<file path="src/rtl/mem_arbiter_if.sv">
// mem_arbiter_if: IF/MEM request ports and the byte-wide RAM port of the memory arbiter.
interface mem_arbiter_if #(parameter int RAM_ADDR_WIDTH = 17);
  logic if_req_i, if_done_o, mem_req_i, mem_we_i, mem_done_o, ram_r_nw_o;
  logic [1:0] mem_len_i;
  logic [31:0] if_addr_i, if_data_o, mem_addr_i, mem_wdata_i, mem_rdata_o;
  logic [RAM_ADDR_WIDTH-1:0] ram_a_o;
  logic [7:0] ram_d_o, ram_d_i;
  modport slave (
    input if_req_i, if_addr_i, mem_req_i, mem_we_i, mem_len_i, mem_addr_i, mem_wdata_i, ram_d_i,
    output if_done_o, if_data_o, mem_done_o, mem_rdata_o, ram_a_o, ram_d_o, ram_r_nw_o
  );
  modport master (
    output if_req_i, if_addr_i, mem_req_i, mem_we_i, mem_len_i, mem_addr_i, mem_wdata_i, ram_d_i,
    input if_done_o, if_data_o, mem_done_o, mem_rdata_o, ram_a_o, ram_d_o, ram_r_nw_o
  );
endinterface

</file>
<file path="src/rtl/mem_arbiter.sv">
// mem_arbiter: shares one byte-wide RAM between IF and MEM, sequencing 1/2/4-byte accesses little-endian.
module mem_arbiter #(parameter int RAM_ADDR_WIDTH = 17) (
  input logic clk,
  input logic rst,
  input logic rdy,
  mem_arbiter_if.slave bus
);
  typedef enum logic [1:0] {IDLE, XFER, DONE} state_t;
  state_t state_q;
  logic [2:0] cnt_q, n_q, nc, g_n;
  logic [1:0] cp;
  logic owner_q, we_q, stall_q, g_mem, g_we, last;
  logic [7:0] hold_q, rbyte;
  logic [31:0] base_q, wdata_q, res_q, res_d, g_addr, g_wdata;
  logic [RAM_ADDR_WIDTH-1:0] nxt_a;
  always_comb begin
    g_mem = bus.mem_req_i;
    g_we = g_mem & bus.mem_we_i;
    g_n = !g_mem ? 3'd4 : bus.mem_len_i == 2'd0 ? 3'd1 : bus.mem_len_i == 2'd1 ? 3'd2 : 3'd4;
    g_addr = g_mem ? bus.mem_addr_i : bus.if_addr_i;
    g_wdata = g_mem ? bus.mem_wdata_i : 32'd0;
    nc = cnt_q + 3'd1;
    cp = 2'(cnt_q - 3'd1);
    nxt_a = RAM_ADDR_WIDTH'(base_q + 32'(nc));
    last = we_q ? nc == n_q : cnt_q == n_q;
    // RAM keeps running while stalled, so the byte that arrived on the first stalled cycle is kept
    rbyte = stall_q ? hold_q : bus.ram_d_i;
    res_d = res_q;
    res_d[{cp, 3'b000} +: 8] = rbyte;
  end
  always_ff @(posedge clk) begin
    if (rst) begin
      state_q <= IDLE;
      cnt_q <= '0;
      n_q <= '0;
      owner_q <= 1'b0;
      we_q <= 1'b0;
      base_q <= '0;
      wdata_q <= '0;
      res_q <= '0;
      stall_q <= 1'b0;
      hold_q <= '0;
      bus.if_done_o <= 1'b0;
      bus.mem_done_o <= 1'b0;
      bus.if_data_o <= '0;
      bus.mem_rdata_o <= '0;
      bus.ram_a_o <= '0;
      bus.ram_d_o <= '0;
      bus.ram_r_nw_o <= 1'b1;
    end else begin
      stall_q <= !rdy;
      if (!stall_q) hold_q <= bus.ram_d_i;
      if (rdy) begin
        case (state_q)
          IDLE: if (bus.mem_req_i || bus.if_req_i) begin
            state_q <= XFER;
            cnt_q <= '0;
            owner_q <= g_mem;
            we_q <= g_we;
            n_q <= g_n;
            base_q <= g_addr;
            wdata_q <= g_wdata;
            res_q <= '0;
            bus.ram_a_o <= g_addr[RAM_ADDR_WIDTH-1:0];
            bus.ram_r_nw_o <= !g_we;
            bus.ram_d_o <= g_we ? g_wdata[7:0] : 8'd0;
          end
          XFER: begin
            if (!we_q && cnt_q != 3'd0) res_q <= res_d;
            bus.ram_d_o <= we_q && !last ? wdata_q[{nc[1:0], 3'b000} +: 8] : 8'd0;
            if (last) begin
              state_q <= DONE;
              bus.ram_r_nw_o <= 1'b1;
              bus.mem_done_o <= owner_q;
              bus.if_done_o <= !owner_q;
              if (owner_q && !we_q) bus.mem_rdata_o <= res_d;
              if (!owner_q) bus.if_data_o <= res_d;
            end else begin
              cnt_q <= nc;
              if (nc < n_q) bus.ram_a_o <= nxt_a;
            end
          end
          default: begin
            state_q <= IDLE;
            bus.if_done_o <= 1'b0;
            bus.mem_done_o <= 1'b0;
          end
        endcase
      end
    end
  end
endmodule
</file>
<file path="src/flat_wrapper.sv">
// flat-port wrapper written by rule: the top's interface ports become plain ports
module mem_arbiter_flat 
#(parameter int RAM_ADDR_WIDTH = 17)
  (clk, rst, rdy, bus_if_req_i, bus_if_addr_i, bus_mem_req_i, bus_mem_we_i, bus_mem_len_i, bus_mem_addr_i, bus_mem_wdata_i, bus_ram_d_i, bus_if_done_o, bus_if_data_o, bus_mem_done_o, bus_mem_rdata_o, bus_ram_a_o, bus_ram_d_o, bus_ram_r_nw_o);
  mem_arbiter_if #(.RAM_ADDR_WIDTH(RAM_ADDR_WIDTH)) bus_i ();
  input logic clk;
  input logic rst;
  input logic rdy;
  input wire logic [$bits(bus_i.if_req_i)-1:0] bus_if_req_i;
  input wire logic [$bits(bus_i.if_addr_i)-1:0] bus_if_addr_i;
  input wire logic [$bits(bus_i.mem_req_i)-1:0] bus_mem_req_i;
  input wire logic [$bits(bus_i.mem_we_i)-1:0] bus_mem_we_i;
  input wire logic [$bits(bus_i.mem_len_i)-1:0] bus_mem_len_i;
  input wire logic [$bits(bus_i.mem_addr_i)-1:0] bus_mem_addr_i;
  input wire logic [$bits(bus_i.mem_wdata_i)-1:0] bus_mem_wdata_i;
  input wire logic [$bits(bus_i.ram_d_i)-1:0] bus_ram_d_i;
  output wire logic [$bits(bus_i.if_done_o)-1:0] bus_if_done_o;
  output wire logic [$bits(bus_i.if_data_o)-1:0] bus_if_data_o;
  output wire logic [$bits(bus_i.mem_done_o)-1:0] bus_mem_done_o;
  output wire logic [$bits(bus_i.mem_rdata_o)-1:0] bus_mem_rdata_o;
  output wire logic [$bits(bus_i.ram_a_o)-1:0] bus_ram_a_o;
  output wire logic [$bits(bus_i.ram_d_o)-1:0] bus_ram_d_o;
  output wire logic [$bits(bus_i.ram_r_nw_o)-1:0] bus_ram_r_nw_o;
  assign bus_i.if_req_i = bus_if_req_i;
  assign bus_i.if_addr_i = bus_if_addr_i;
  assign bus_i.mem_req_i = bus_mem_req_i;
  assign bus_i.mem_we_i = bus_mem_we_i;
  assign bus_i.mem_len_i = bus_mem_len_i;
  assign bus_i.mem_addr_i = bus_mem_addr_i;
  assign bus_i.mem_wdata_i = bus_mem_wdata_i;
  assign bus_i.ram_d_i = bus_ram_d_i;
  assign bus_if_done_o = bus_i.if_done_o;
  assign bus_if_data_o = bus_i.if_data_o;
  assign bus_mem_done_o = bus_i.mem_done_o;
  assign bus_mem_rdata_o = bus_i.mem_rdata_o;
  assign bus_ram_a_o = bus_i.ram_a_o;
  assign bus_ram_d_o = bus_i.ram_d_o;
  assign bus_ram_r_nw_o = bus_i.ram_r_nw_o;
  mem_arbiter #(.RAM_ADDR_WIDTH(RAM_ADDR_WIDTH)) u_core (.clk(clk), .rst(rst), .rdy(rdy), .bus(bus_i));
endmodule
</file>
<file path="config.mk">
export PLATFORM = sky130hd
export DESIGN_NAME = mem_arbiter_flat
export DESIGN_NICKNAME = d
export VERILOG_FILES = /design/src/rtl/mem_arbiter_if.sv /design/src/rtl/mem_arbiter.sv /design/src/flat_wrapper.sv
export SDC_FILE = /design/constraint.sdc
export NUM_CORES = 1
export LEC_CHECK = 0
export ABC_AREA = 1
export CAP_MARGIN = 25
export CORE_MARGIN = 2
export CORE_UTILIZATION = 35
export CTS_BUF_LIST = sky130_fd_sc_hd__clkbuf_16
export CTS_CLUSTER_SIZE = 28
export DETAILED_ROUTE_END_ITERATION = 16
export GPL_TIMING_DRIVEN = 0
export RECOVER_POWER = 100
export SLEW_MARGIN = 10
export SYNTH_ARGS = -nofsm -noshare
export SYNTH_HDL_FRONTEND = slang
export SYNTH_SLANG_ARGS = --single-unit
</file>
<file path="constraint.sdc">
create_clock -name clk -period 3.5 [get_ports clk]
set_input_delay 0.7 -clock clk [delete_from_list [all_inputs] [get_ports clk]]
set_output_delay 0.7 -clock clk [all_outputs]
set_load 0.01 [all_outputs]
</file>
; Yosys cells after proc, flatten, opt, wreduce, memory -nomap -nowiden
; Index checks and enable logic that the tools add are counted.
[classes]
add_sub_neg = 4
order_cmp = 1
n_eq_ne = 9
shifts = 3
n_mux = 32
n_bitwise = 3
reduce_logical = 23
[ops]
columns = operator, n
row1 = $mux 32, 3
row2 = $mux 17, 4
row3 = $pmux 32 s2, 1
row4 = $pmux 17 s2, 1
row5 = $bwmux 32, 1
row6 = $mux 8, 4
row7 = $shift 8x7->32 const A, 1
row8 = $shiftx 32x6->8, 1
row9 = $shiftx 8x7->32, 1
row10 = $reduce_and 4->1, 5
row11 = $add 17x3->17, 1
row12 = $pmux 8 s2, 1
row13 = $mux 3, 5
row14 = $reduce_and 3->1, 4
row15 = $ne 2x1->1 const B, 4
row16 = $neg 5->7, 1
row17 = $eq 3x3->1, 2
row18 = $pmux 1 s2, 3
row19 = $pmux 3 s2, 1
row20 = $logic_not 1->1, 5
row21 = $mux 1, 5
row22 = $reduce_and 5->1, 1
row23 = $eq 2x1->1 const B, 2
row24 = $logic_not 2->1, 2
row25 = other kinds (12), 16
[totals]
reg_bits = 192
input_bits = 112
out_inout_bits = 92
wordCells = 92

; Depth between registers and ports, before layout
; Gate-level depths: netlist of run 1.
[logic_depth]
ltp_word = 7
ltp_mapped = 15
depth_no_buf = 14

; Worst setup path before layout of run 1
; Ideal clock, no wire load.
[synth_path]
kind = register -> register
from = register u_core.cnt_q[0]
to = register u_core.bus.ram_a_o[10]
setup_ps = 132
arrival_ps = 2694
required_ps = 3368
path_slack_ps = 673
stages_incl_launch_ff = 16
path_buffers = 2
period_less_slack_ps = 2827
cell_sequence = dfxtp_1 -> clkinv_1 -> clkbuf_1 -> ha_1 -> inv_1 -> clkbuf_1 -> fa_1 -> inv_1 -> nand3_1 -> nand2_1 -> nand2_1 -> nor2_1 -> xor2_1 -> nand2_1 -> nand2_1 -> a21oi_1
[synth_via]
elab_chain_len = 5
word_cells_on_any_way = 12
cone_classes = 2 x add/sub / 1 x order compare / 4 x eq/ne / 4 x mux / 1 x reduce/logical
[synth_rtl]
columns = element, line
row1 = "start, declared", mem_arbiter.sv:10  ; logic [2:0] cnt_q, n_q, nc, g_n;
row2 = "start signal, assigned", mem_arbiter.sv:79  ; cnt_q <= nc;
row3 = $add 3x1->3, mem_arbiter.sv:22  ; nc = cnt_q + 3'd1;
row4 = $add 17x3->17 / $eq 3x3->1 (equally long branches), "mem_arbiter.sv:24, mem_arbiter.sv:25"
row5 = $mux 17 / $mux 1 (equally long branches), "mem_arbiter.sv:80, mem_arbiter.sv:25"
row6 = $mux 17 / $ne 2x2->1 (equally long branches), -
row7 = $pmux 17 s2 / $reduce_and 5->1 (equally long branches), -
row8 = "end signal, assigned", mem_arbiter.sv:64  ; bus.ram_a_o <= g_addr[RAM_ADDR_WIDTH-1:0];
row9 = "end signal, assigned", mem_arbiter.sv:80  ; if (nc < n_q) bus.ram_a_o <= nxt_a;
row10 = "end, declared", mem_arbiter_if.sv:10  ; output if_done_o, if_data_o, mem_done_o, mem_rdata_o, ram_a_o, ram_d_o, ram_r_nw_o
; Several ways; a longest one is shown, not always the timed one. The select of a mux whose other input is x is not followed.
; A chain may end at the register's enable or synchronous reset.

; Worst setup path in the final report of run 1
[layout_path]
from = input rdy
to = register u_core.bus.ram_a_o[2]
[layout_via]
elab_chain_len = 1
[layout_rtl]
columns = element, line
row1 = "start, declared", flat_wrapper.sv:8  ; input logic rdy;
row2 = $reduce_and 5->1 (no source line), -
; No other way between the ends.

==> results of run 1 <==
[flip-flops by register name, indices dropped and copies added (netlist names)]
register and cells:
u_core.bus.ram_d_o 8, u_core.n_q 3, u_core.wdata_q 32, u_core.bus.if_data_o 32, u_core.state_q 2, u_core.bus.if_done_o 1
u_core.res_q 32, u_core.we_q 1, u_core.bus.mem_done_o 1, u_core.cnt_q 3, u_core.stall_q 1, u_core.bus.mem_rdata_o 32
u_core.bus.ram_a_o 17, u_core.owner_q 1, u_core.bus.ram_r_nw_o 1, u_core.base_q 17, u_core.hold_q 8
[report_power, final]
part	total (mW)	internal, mW	leakage, nW	switching (mW)
combinational	1.20	0.439	2.60	0.763
sequential	2.41	2.32	1.56	0.0897
clock	1.97	1.06	0.264	0.907
total	5.57	3.81	4.43	1.76
[through the flow]
step | cells | setup TNS, ns | hold WS (ns) | setup slack, ns
detailed placement | 1701 | -1.54 | 0.437 | -0.318
global placement | 1701 | -0.851 | 0.433 | -0.277
floorplan | 1209 | 0 | 0.441 | 0.673
global route | 1733 | 0 | 0.468 | 0.0279
finish | 1733 | 0 | 0.441 | 0.262
CTS | 1731 | 0 | 0.448 | 0.0742
[worst max path at each step]
| stage | from | cells past startpoint | slack (ns) | end |
|---|---|---|---|---|
| floorplan | u_core.cnt_q[0]$_SDFFE_PP0P_ | 15 | 0.67 | u_core.bus.ram_a_o[10]$_SDFFE_PP0P_ |
| global route | u_core.cnt_q[0]$_SDFFE_PP0P_ | 14 | 0.03 | u_core.bus.ram_a_o[10]$_SDFFE_PP0P_ |
| CTS | u_core.cnt_q[0]$_SDFFE_PP0P_ | 14 | 0.07 | u_core.bus.ram_a_o[10]$_SDFFE_PP0P_ |
| finish | rdy | 10 | 0.26 | u_core.bus.ram_a_o[2]$_SDFFE_PP0P_ |
| global placement | u_core.cnt_q[0]$_SDFFE_PP0P_ | 15 | -0.28 | u_core.bus.ram_a_o[10]$_SDFFE_PP0P_ |
| detailed placement | u_core.cnt_q[0]$_SDFFE_PP0P_ | 15 | -0.32 | u_core.bus.ram_a_o[10]$_SDFFE_PP0P_ |
[cells in the mapped netlist]
cell type and count:
sky130_fd_sc_hd__a211oi_1 1, sky130_fd_sc_hd__a21oi_1 161, sky130_fd_sc_hd__a21oi_2 1, sky130_fd_sc_hd__a22oi_1 8, sky130_fd_sc_hd__a31oi_1 2, sky130_fd_sc_hd__buf_1 5
sky130_fd_sc_hd__buf_2 7, sky130_fd_sc_hd__buf_4 4, sky130_fd_sc_hd__clkbuf_1 53, sky130_fd_sc_hd__clkinv_1 1, sky130_fd_sc_hd__dfxtp_1 192, sky130_fd_sc_hd__fa_1 1
sky130_fd_sc_hd__ha_1 13, sky130_fd_sc_hd__inv_1 119, sky130_fd_sc_hd__inv_2 2, sky130_fd_sc_hd__mux2i_1 4, sky130_fd_sc_hd__nand2_1 282, sky130_fd_sc_hd__nand2_2 1
sky130_fd_sc_hd__nand3_1 49, sky130_fd_sc_hd__nand4_1 5, sky130_fd_sc_hd__nor2_1 121, sky130_fd_sc_hd__nor2_2 2, sky130_fd_sc_hd__nor2_4 4, sky130_fd_sc_hd__nor3_1 6
sky130_fd_sc_hd__nor3_2 1, sky130_fd_sc_hd__o211ai_1 1, sky130_fd_sc_hd__o21ai_0 107, sky130_fd_sc_hd__o21ai_1 17, sky130_fd_sc_hd__o21ai_2 1, sky130_fd_sc_hd__o22ai_1 33
sky130_fd_sc_hd__o31ai_1 1, sky130_fd_sc_hd__or2_2 1, sky130_fd_sc_hd__xor2_1 3
[final cells by class]
cell class	count	area, um^2
fillers	2434	12400
multi-input cells	826	3880
flip-flops and latches	192	3840
repair buffers	175	1740
inverters	122	463
clock buffers	17	425
well taps	319	399
plain buffers	68	277
clock inverters	14	155
[critical path: cells and delay by family]
kind | cells | cell delay [ns]
simple gates | 5 | 1.01
buf+inv | 3 | 0.96
compound gates | 2 | 0.92
[timing repair]
item,in CTS,in global routing
pin swaps,0,0
gates resized for setup,2,3
endpoints found under the setup margin,14,6
setup buffers,0,2
cloned,0,0
[cell families (layout without fill, tap and decap cells)]
kind of cell / Yosys count / after routing / synth area share [%]
flip-flops: 192 / 192 / 45.3
buffers and inverters: 191 / 396 / 8.74
adder cells (fa/ha/maj): 14 / 14 / 2.15
AND/OR/NAND/NOR: 472 / 472 / 22.4
XOR/XNOR: 3 / 3 / 0.310
AO/OA/AOI/OAI: 333 / 333 / 20.6
multiplexers: 4 / 4 / 0.472
[metal layers]
layer / wire, um / up-vias / part of all wire, %
li1: - / 4328 / -
met2: 12900 / 272 / 46
met4: 529 / 0 / 1.9
met3: 1600 / 34 / 5.7
met5: 0 / - / 0
met1: 13000 / 3921 / 46
==> impl_results.html, run 1 <==
<table>
<tr><th>Metric</th><th>Value</th></tr>
<tr><th colspan="2">Floorplanning</th></tr>
<tr><td>Chip width</td><td>160 um</td></tr>
<tr><td>Die Span Y</td><td>160 um</td></tr>
<tr><td>DIE AREA</td><td>0.0255 mm^2</td></tr>
<tr><td>Number of top-level pins</td><td>204</td></tr>
<tr><td>Number of placement rows</td><td>56</td></tr>
<tr><td>Floorplan core area</td><td>0.0236 mm^2</td></tr>
<tr><td>Effective utilization at floorplan</td><td>35.9%</td></tr>
<tr><th colspan="2">Timing</th></tr>
<tr><td>Total count of max-transition violations in the final report</td><td>0</td></tr>
<tr><td>Fin crit period</td><td>3.24 ns</td></tr>
<tr><td>RSZ-0062 raised after global routing</td><td>no</td></tr>
<tr><td>Worst-Margin Slew</td><td>0.985 ns</td></tr>
<tr><td>Max Freq</td><td>309 MHz</td></tr>
<tr><td>Clk_skew</td><td>0.00842 ns</td></tr>
<tr><td>Final setup violation count</td><td>0</td></tr>
<tr><td>Share of the clock period used by the worst path after layout</td><td>92.5%</td></tr>
<tr><td>Worst-case headroom to the max-slew limit</td><td>34.3%</td></tr>
<tr><td>Final Hold Violating Endpoints</td><td>0</td></tr>
<tr><th colspan="2">Route</th></tr>
<tr><td>Number of search-and-repair iterations in the first detailed-routing pass</td><td>5</td></tr>
<tr><td>Routed wire length per instance</td><td>16.2 um</td></tr>
<tr><td>Routed via count</td><td>8,555</td></tr>
<tr><td>Iter 0 DRT Violations</td><td>598</td></tr>
<tr><td>Count of unresolved DRC violations after routing</td><td>0</td></tr>
<tr><td>Via-per-instance ratio</td><td>4.94</td></tr>
<tr><td>Post-DRT Antenna Nets</td><td>0</td></tr>
<tr><td>Overall routed net length</td><td>28,000 um</td></tr>
<tr><th colspan="2">Layout</th></tr>
<tr><td>Synth-to-layout area growth</td><td>31.9%</td></tr>
<tr><td>Antenna diodes</td><td>0</td></tr>
<tr><td>Fraction of final layout cells sized beyond drive strength 1</td><td>3.61%</td></tr>
<tr><td>Most frequent cells in the layout</td><td>283 x sky130_fd_sc_hd__nand2_1, 191 x sky130_fd_sc_hd__dfxtp_1, 162 x sky130_fd_sc_hd__a21oi_1</td></tr>
<tr><td>Most common cell after layout, fill and taps aside</td><td>sky130_fd_sc_hd__nand2_1</td></tr>
<tr><td>Final net count</td><td>1,528</td></tr>
<tr><td>Post-layout util</td><td>47.4%</td></tr>
<tr><td>Final Instance Area</td><td>0.0112 mm^2</td></tr>
<tr><th colspan="2">Global route</th></tr>
<tr><td>Initial antenna violation count</td><td>0</td></tr>
<tr><td>Met3 usage in global routing</td><td>4.08%</td></tr>
<tr><td>Global route total overflow</td><td>0</td></tr>
<tr><td>Busiest metal layer after global routing</td><td>met2</td></tr>
<tr><td>Met2 Usage GRT</td><td>35.9%</td></tr>
<tr><td>Met1 Resource Use GR</td><td>29.5%</td></tr>
<tr><td>Global-route wire length before repair</td><td>44,300 um</td></tr>
<tr><td>All-layer global routing usage</td><td>21.9%</td></tr>
<tr><td>Largest net degree at the start of global routing</td><td>18</td></tr>
<tr><td>Vias in the first global route</td><td>8,008</td></tr>
<tr><th colspan="2">Clock network</th></tr>
<tr><td>Number of hold buffers added after cts</td><td>0</td></tr>
<tr><td>Source-to-sink clock delay at the later pin of the worst-skew pair</td><td>0.44 ns</td></tr>
<tr><td>TritonCTS clock tree</td><td>done</td></tr>
<tr><td>H-tree levels</td><td>4</td></tr>
<tr><td>Clk buf depth</td><td>2</td></tr>
<tr><td>Clock-pin slew of the registers on the worst-case setup and hold paths</td><td>0.08 ns</td></tr>
<tr><td>Cts bufs inserted</td><td>17</td></tr>
<tr><td>Count of clock tree sinks</td><td>192</td></tr>
<tr><td>Root Buffer</td><td>sky130_fd_sc_hd__clkbuf_16</td></tr>
<tr><th colspan="2">Pwr</th></tr>
<tr><td>Power per standard cell area</td><td>498 mW/mm^2</td></tr>
<tr><td>Largest vdd supply drop</td><td>0.266 mV</td></tr>
<tr><td>Total power after layout</td><td>5.57 mW</td></tr>
<tr><td>Leakage power total</td><td>4.43 nW</td></tr>
<tr><th colspan="2">Logic synthesis</th></tr>
<tr><td>Syn Std Cell Area</td><td>0.00848 mm^2</td></tr>
<tr><td>Flops &amp; latches, synth</td><td>192</td></tr>
<tr><td>Share of the yosys chip area belonging to registers</td><td>45.3%</td></tr>
<tr><td>Count of unique library cells instantiated by Yosys</td><td>33</td></tr>
<tr><td>Per-instance average area after synthesis</td><td>7.01 um^2</td></tr>
<tr><td>Ranking of synthesized cells by area</td><td>sky130_fd_sc_hd__dfxtp_1 45%, sky130_fd_sc_hd__nand2_1 12%, sky130_fd_sc_hd__a21oi_1 9.5%, sky130_fd_sc_hd__o21ai_0 6.3%, sky130_fd_sc_hd__nor2_1 5.4%</td></tr>
<tr><td>Post-Syn Nets</td><td>1,335</td></tr>
<tr><td>Synthesized instance count</td><td>1,209</td></tr>
<tr><td>Yosys top cell area share</td><td>45.3%</td></tr>
<tr><td>Library cell with the largest summed area after synthesis</td><td>sky130_fd_sc_hd__dfxtp_1</td></tr>
<tr><td>Yosys Warn Count</td><td>0</td></tr>
<tr><th colspan="2">Setup path</th></tr>
<tr><td>WP data arrival</td><td>3.61 ns</td></tr>
<tr><td>Top fanout value on the critical path</td><td>10</td></tr>
<tr><td>Startpoint of the lowest-slack register-to-register path</td><td>u_core.cnt_q[0]$_SDFFE_PP0P_</td></tr>
<tr><td>Worst endpoint required time</td><td>3.88 ns</td></tr>
<tr><td>Critical Path, Cell by Cell</td><td>dlygate4sd3_1 &gt; inv_1 &gt; a21oi_1 &gt; nor2_1 &gt; nor2_4 &gt; nand2_1 &gt; nor2_4 &gt; buf_4 &gt; nand3_1 &gt; a21oi_1</td></tr>
<tr><td>Setup slack of the most critical reg-to-reg path</td><td>0.27 ns</td></tr>
<tr><td>R2R depth</td><td>14</td></tr>
<tr><td>Endpoint kind of the worst setup timing path</td><td>flop</td></tr>
<tr><td>CP max stage cell</td><td>sky130_fd_sc_hd__a21oi_1</td></tr>
<tr><td>Crit path largest cell delay</td><td>0.78 ns</td></tr>
<tr><td>Capture instance of the worst register-to-register path</td><td>u_core.bus.ram_a_o[10]$_SDFFE_PP0P_</td></tr>
<tr><td>Crit path kind</td><td>in -&gt; reg</td></tr>
<tr><td>Startpoint Class</td><td>primary input</td></tr>
<tr><th colspan="2">Placed design</th></tr>
<tr><td>Cell area reported after detailed placement</td><td>0.0106 mm^2</td></tr>
<tr><td>HPWL after detailed placement</td><td>21,400 um</td></tr>
<tr><td>Number of input and output port buffers inserted</td><td>173</td></tr>
<tr><td>Final RePlAce weighted congestion</td><td>0.873</td></tr>
<tr><th colspan="2">Hold path</th></tr>
<tr><td>WHS Path Cells</td><td>2</td></tr>
<tr><td>Hold Crit Endpoint</td><td>u_core.bus.mem_rdata_o[6]$_SDFFE_PP0P_</td></tr>
<tr><td>Hold Crit Class</td><td>reg -&gt; reg</td></tr>
<tr><td>Hold Startpoint</td><td>u_core.bus.mem_rdata_o[6]$_SDFFE_PP0P_</td></tr>
<tr><th colspan="2">Outcome</th></tr>
<tr><td>Status</td><td>complete, no violations</td></tr>
<tr><th colspan="2">Run</th></tr>
<tr><td>Max Cap Viol</td><td>0</td></tr>
</table>
(Power assumes the default switching activity.)
==> run 2: changes to the inputs <==
--- a/config.mk
+++ b/config.mk
@@ -6,7 +6,6 @@
 export NUM_CORES = 1
 export LEC_CHECK = 0
 export ABC_AREA = 1
-export CAP_MARGIN = 25
 export CORE_MARGIN = 2
 export CORE_UTILIZATION = 35
 export CTS_BUF_LIST = sky130_fd_sc_hd__clkbuf_16
==> results of run 2 <==
No change in the layout: final DEF, timing and power equal those of run 1.
==> run 3: changes to the inputs <==
--- a/config.mk
+++ b/config.mk
@@ -12,6 +12,7 @@
 export CTS_CLUSTER_SIZE = 28
 export DETAILED_ROUTE_END_ITERATION = 16
 export GPL_TIMING_DRIVEN = 0
+export PLACE_DENSITY = 0.64
 export RECOVER_POWER = 100
 export SLEW_MARGIN = 10
 export SYNTH_ARGS = -nofsm -noshare
==> run 3 against run 2 <==
Net effect: hold slack improved by 0.0010 ns; sequential power about the same; non-clock buffer count increased by 1; clock-buffer cell count unchanged; first-iteration DRC count increased by 16%; routed wire length increased by 0.19%; critical path type unchanged; critical endpoint is now u_core.res_q[21]$_SDFFE_PP0P_; largest power group unchanged; highest routed layer unchanged.
==> impl_results.html, run 3 (synthesis results as in run 1) <==
<table>
<tr><th>Metric</th><th>Value</th></tr>
<tr><th colspan="2">Timing</th></tr>
<tr><td>Worst-case headroom to the max-slew limit</td><td>34.9% (+0.55 points)</td></tr>
<tr><td>Total count of max-transition violations in the final report</td><td>0 (unchanged)</td></tr>
<tr><td>RSZ-0062 raised after global routing</td><td>no</td></tr>
<tr><td>Clk_skew</td><td>0.0103 ns (+0.00192 ns)</td></tr>
<tr><td>Share of the clock period used by the worst path after layout</td><td>96.0% (+3.5 points)</td></tr>
<tr><td>Final setup violation count</td><td>0 (unchanged)</td></tr>
<tr><td>Total Negative Setup Slacks</td><td>0 ns (unchanged)</td></tr>
<tr><td>Max Freq</td><td>298 MHz (-3.6%)</td></tr>
<tr><td>Fin crit period</td><td>3.36 ns (+0.122 ns)</td></tr>
<tr><td>Worst-Margin Slew</td><td>0.977 ns (-0.00823 ns)</td></tr>
<tr><td>Final Hold Violating Endpoints</td><td>0 (unchanged)</td></tr>
<tr><th colspan="2">Placed design</th></tr>
<tr><td>Final RePlAce weighted congestion</td><td>0.890 (+1.9%)</td></tr>
<tr><td>Number of input and output port buffers inserted</td><td>173 (unchanged)</td></tr>
<tr><td>Cell area reported after detailed placement</td><td>0.0106 mm^2 (unchanged)</td></tr>
<tr><td>HPWL after detailed placement</td><td>21,300 um (-0.24%)</td></tr>
<tr><th colspan="2">Route</th></tr>
<tr><td>Metal2 WL</td><td>12,700 um (-1.2%)</td></tr>
<tr><td>Routed wire length per instance</td><td>16.2 um (+0.13%)</td></tr>
<tr><td>Overall routed net length</td><td>28,100 um (+0.19%)</td></tr>
<tr><td>Max layer used</td><td>met4</td></tr>
<tr><td>Routed length on met3</td><td>1660 um (+3.5%)</td></tr>
<tr><td>Number of search-and-repair iterations in the first detailed-routing pass</td><td>7 (+2)</td></tr>
<tr><td>Via-per-instance ratio</td><td>4.96 (+0.37%)</td></tr>
<tr><td>Post-DRT Antenna Nets</td><td>0 (unchanged)</td></tr>
<tr><td>M1 wire length</td><td>13,000 um (+0.26%)</td></tr>
<tr><td>Iter 0 DRT Violations</td><td>691 (+16%)</td></tr>
<tr><td>Routed via count</td><td>8,592 (+0.43%)</td></tr>
<tr><td>Count of unresolved DRC violations after routing</td><td>0 (unchanged)</td></tr>
<tr><th colspan="2">Clock network</th></tr>
<tr><td>H-tree levels</td><td>4 (unchanged)</td></tr>
<tr><td>Clk buf depth</td><td>2 (unchanged)</td></tr>
<tr><td>Clock-pin slew of the registers on the worst-case setup and hold paths</td><td>0.07 ns (about the same)</td></tr>
<tr><td>Cts bufs inserted</td><td>17 (unchanged)</td></tr>
<tr><td>Count of clock tree sinks</td><td>192 (unchanged)</td></tr>
<tr><td>Source-to-sink clock delay at the later pin of the worst-skew pair</td><td>0.43 ns (about the same)</td></tr>
<tr><td>TritonCTS clock tree</td><td>done</td></tr>
<tr><td>Number of hold buffers added after cts</td><td>0 (unchanged)</td></tr>
<tr><td>Root Buffer</td><td>sky130_fd_sc_hd__clkbuf_16</td></tr>
<tr><th colspan="2">Setup path</th></tr>
<tr><td>Crit path kind</td><td>in -&gt; reg</td></tr>
<tr><td>Crit path largest cell delay</td><td>0.78 ns (about the same)</td></tr>
<tr><td>Gate family responsible for the most delay along the worst path</td><td>compound AO/OA/AOI/OAI gates</td></tr>
<tr><td>Buffering stage count on the worst path with inverters included</td><td>3 (unchanged)</td></tr>
<tr><td>R2R depth</td><td>10 (-4)</td></tr>
<tr><td>Startpoint Class</td><td>primary input</td></tr>
<tr><td>Endpoint kind of the worst setup timing path</td><td>flop</td></tr>
<tr><td>Worst endpoint required time</td><td>3.85 ns (-0.03 ns)</td></tr>
<tr><td>Top fanout value on the critical path</td><td>10 (unchanged)</td></tr>
<tr><td>Critical Path, Cell by Cell</td><td>dlygate4sd3_1 &gt; inv_1 &gt; a21oi_1 &gt; nor2_1 &gt; nor2_4 &gt; o21ai_1 &gt; nor2_4 &gt; clkbuf_2 &gt; nand2_1 &gt; a21oi_1</td></tr>
<tr><td>CP max stage cell</td><td>sky130_fd_sc_hd__a21oi_1</td></tr>
<tr><td>WP data arrival</td><td>3.71 ns (+0.10 ns)</td></tr>
<tr><td>Stages on worst setup path</td><td>10 (unchanged)</td></tr>
<tr><th colspan="2">Pwr</th></tr>
<tr><td>Sequential cell fraction of total power</td><td>43.0% (-0.2 points)</td></tr>
<tr><td>Leakage power total</td><td>4.46 nW (+0.71%)</td></tr>
<tr><td>Sw Ratio</td><td>30.9% (-0.67 points)</td></tr>
<tr><td>Switching power</td><td>1.73 mW (-1.5%)</td></tr>
<tr><td>Power per standard cell area</td><td>502 mW/mm^2 (+0.65%)</td></tr>
<tr><td>Internal power contribution</td><td>3.88 mW (+1.7%)</td></tr>
<tr><td>Largest vdd supply drop</td><td>0.275 mV (+3.4%)</td></tr>
<tr><td>Clock group share of total power</td><td>35.7% (+0.4 points)</td></tr>
<tr><td>Relative contribution of combinational cells to total power</td><td>21.4% (-0.2 points)</td></tr>
<tr><th colspan="2">Layout</th></tr>
<tr><td>Post-layout util</td><td>47.4% (about the same)</td></tr>
<tr><td>Synth-to-layout area growth</td><td>32.0% (about the same)</td></tr>
<tr><td>Layout filler cell count</td><td>2,421 (-0.53%)</td></tr>
<tr><td>Fraction of final layout cells sized beyond drive strength 1</td><td>3.46% (-0.14 points)</td></tr>
<tr><td>Final net count</td><td>1,529 (+0.065%)</td></tr>
<tr><td>Most common cell after layout, fill and taps aside</td><td>sky130_fd_sc_hd__nand2_1</td></tr>
<tr><td>Antenna diodes</td><td>0 (unchanged)</td></tr>
<tr><td>Final Instance Area</td><td>0.0112 mm^2 (about the same)</td></tr>
<tr><td>Most frequent cells in the layout</td><td>283 x sky130_fd_sc_hd__nand2_1, 191 x sky130_fd_sc_hd__dfxtp_1, 162 x sky130_fd_sc_hd__a21oi_1</td></tr>
<tr><th colspan="2">Hold path</th></tr>
<tr><td>WHS Path Cells</td><td>2 (unchanged)</td></tr>
<tr><td>Hold Crit Class</td><td>reg -&gt; reg</td></tr>
<tr><th colspan="2">Floorplanning</th></tr>
<tr><td>Number of top-level pins</td><td>204 (unchanged)</td></tr>
<tr><td>Floorplan core area</td><td>0.0236 mm^2 (unchanged)</td></tr>
<tr><td>DIE AREA</td><td>0.0255 mm^2 (unchanged)</td></tr>
<tr><td>Effective utilization at floorplan</td><td>35.9% (unchanged)</td></tr>
<tr><td>Number of placement rows</td><td>56 (unchanged)</td></tr>
<tr><td>Chip width</td><td>160 um (unchanged)</td></tr>
<tr><td>Die Span Y</td><td>160 um (unchanged)</td></tr>
<tr><th colspan="2">Global route</th></tr>
<tr><td>Global-route wire length before repair</td><td>44,200 um (-0.34%)</td></tr>
<tr><td>Largest net degree at the start of global routing</td><td>17 (-1)</td></tr>
<tr><td>Global route total overflow</td><td>0 (unchanged)</td></tr>
<tr><td>Initial antenna violation count</td><td>0 (unchanged)</td></tr>
<tr><td>All-layer global routing usage</td><td>21.8% (-0.025 points)</td></tr>
<tr><td>Vias in the first global route</td><td>8,114 (+1.3%)</td></tr>
<tr><th colspan="2">Run</th></tr>
<tr><td>Max Cap Viol</td><td>0 (unchanged)</td></tr>
<tr><th colspan="2">Outcome</th></tr>
<tr><td>Status</td><td>complete, no violations</td></tr>
</table>
-- run 3: cell types whose count changed in the layout (fill, tap and decap cells not counted), moves of 2 or more --
cell,delta
sky130_fd_sc_hd__clkinvlp_4,-6
sky130_fd_sc_hd__o21ai_0,-2
sky130_fd_sc_hd__clkinv_2,+2
sky130_fd_sc_hd__o21ai_1,+2
sky130_fd_sc_hd__clkinv_4,+2
sky130_fd_sc_hd__clkbuf_2,+5
sky130_fd_sc_hd__buf_4,-4
-- run 3: timing repair --
item	4_1_cts	5_1_grt
gates resized for setup	3	1
setup buffers	0	3
endpoints found under the setup margin	11	6
pin swaps	0	0
-- run 3: final cells by class --
class,count,area (um^2),share of cell area [%]
Timing Repair Buffer,176,1750,15.7
Tap cell,319,399,3.57
Inverter,122,463,4.14
Clock inverter,14,164,1.46
Buffer,68,265,2.37
Multi-Input combinational cell,826,3880,34.6
Clock buffer,17,425,3.80
Sequential cell,192,3840,34.4
-- run 3: per-stage QoR --
stage               hold WS (ns)  std cells  setup slack (ns)  power (mW)
global route               0.466       1734            0.0371        5.86
CTS                        0.448       1732            0.0857        5.65
global placement           0.435       1701            -0.273        3.67
finish                     0.442       1734             0.140        5.61
detailed placement         0.437       1701            -0.267        3.67
floorplan                  0.441       1209             0.673        3.12
-- run 3: per-layer routing --
metal	global-route usage [%]	vias up
li1	-	4326
met1	29.4	3950
met2	35.4	277
met3	4.23	39
met4	6.82	0
met5	0	-
-- run 3: power groups by stage --
stage	clock (mW)	combinational (mW)	sequential [mW]
3_3_place_gp	0	1.21	2.46
4_1_cts	2.02	1.22	2.41
5_1_grt	2.11	1.32	2.43
6_report	2.00	1.20	2.41
3_5_place_dp	0	1.21	2.46
2_1_floorplan	0	0.655	2.47
-- run 3: worst reg2reg max path, cell delays in order (launching register included) --
cell and delay, ns:
sky130_fd_sc_hd__dfxtp_2 0.42, sky130_fd_sc_hd__clkinv_2 0.16, sky130_fd_sc_hd__clkbuf_2 0.29, sky130_fd_sc_hd__ha_1 0.49, sky130_fd_sc_hd__clkinvlp_4 0.20, sky130_fd_sc_hd__clkbuf_2 0.22
sky130_fd_sc_hd__nor3_1 0.70, sky130_fd_sc_hd__nand3_1 0.20, sky130_fd_sc_hd__o21ai_0 0.22, sky130_fd_sc_hd__o21ai_0 0.17, sky130_fd_sc_hd__a21oi_1 0.13
-- run 3: worst paths after layout --
check,slack (ns),end,startpoint
setup reg to reg,0.25,u_core.bus.mem_rdata_o[5]$_SDFFE_PP0P_,u_core.cnt_q[0]$_SDFFE_PP0P_
hold reg to reg,0.44,u_core.bus.mem_rdata_o[17]$_SDFFE_PP0P_,u_core.bus.mem_rdata_o[17]$_SDFFE_PP0P_
hold / removal,0.44,u_core.bus.mem_rdata_o[17]$_SDFFE_PP0P_,u_core.bus.mem_rdata_o[17]$_SDFFE_PP0P_
setup / recovery,0.14,u_core.res_q[21]$_SDFFE_PP0P_,rdy
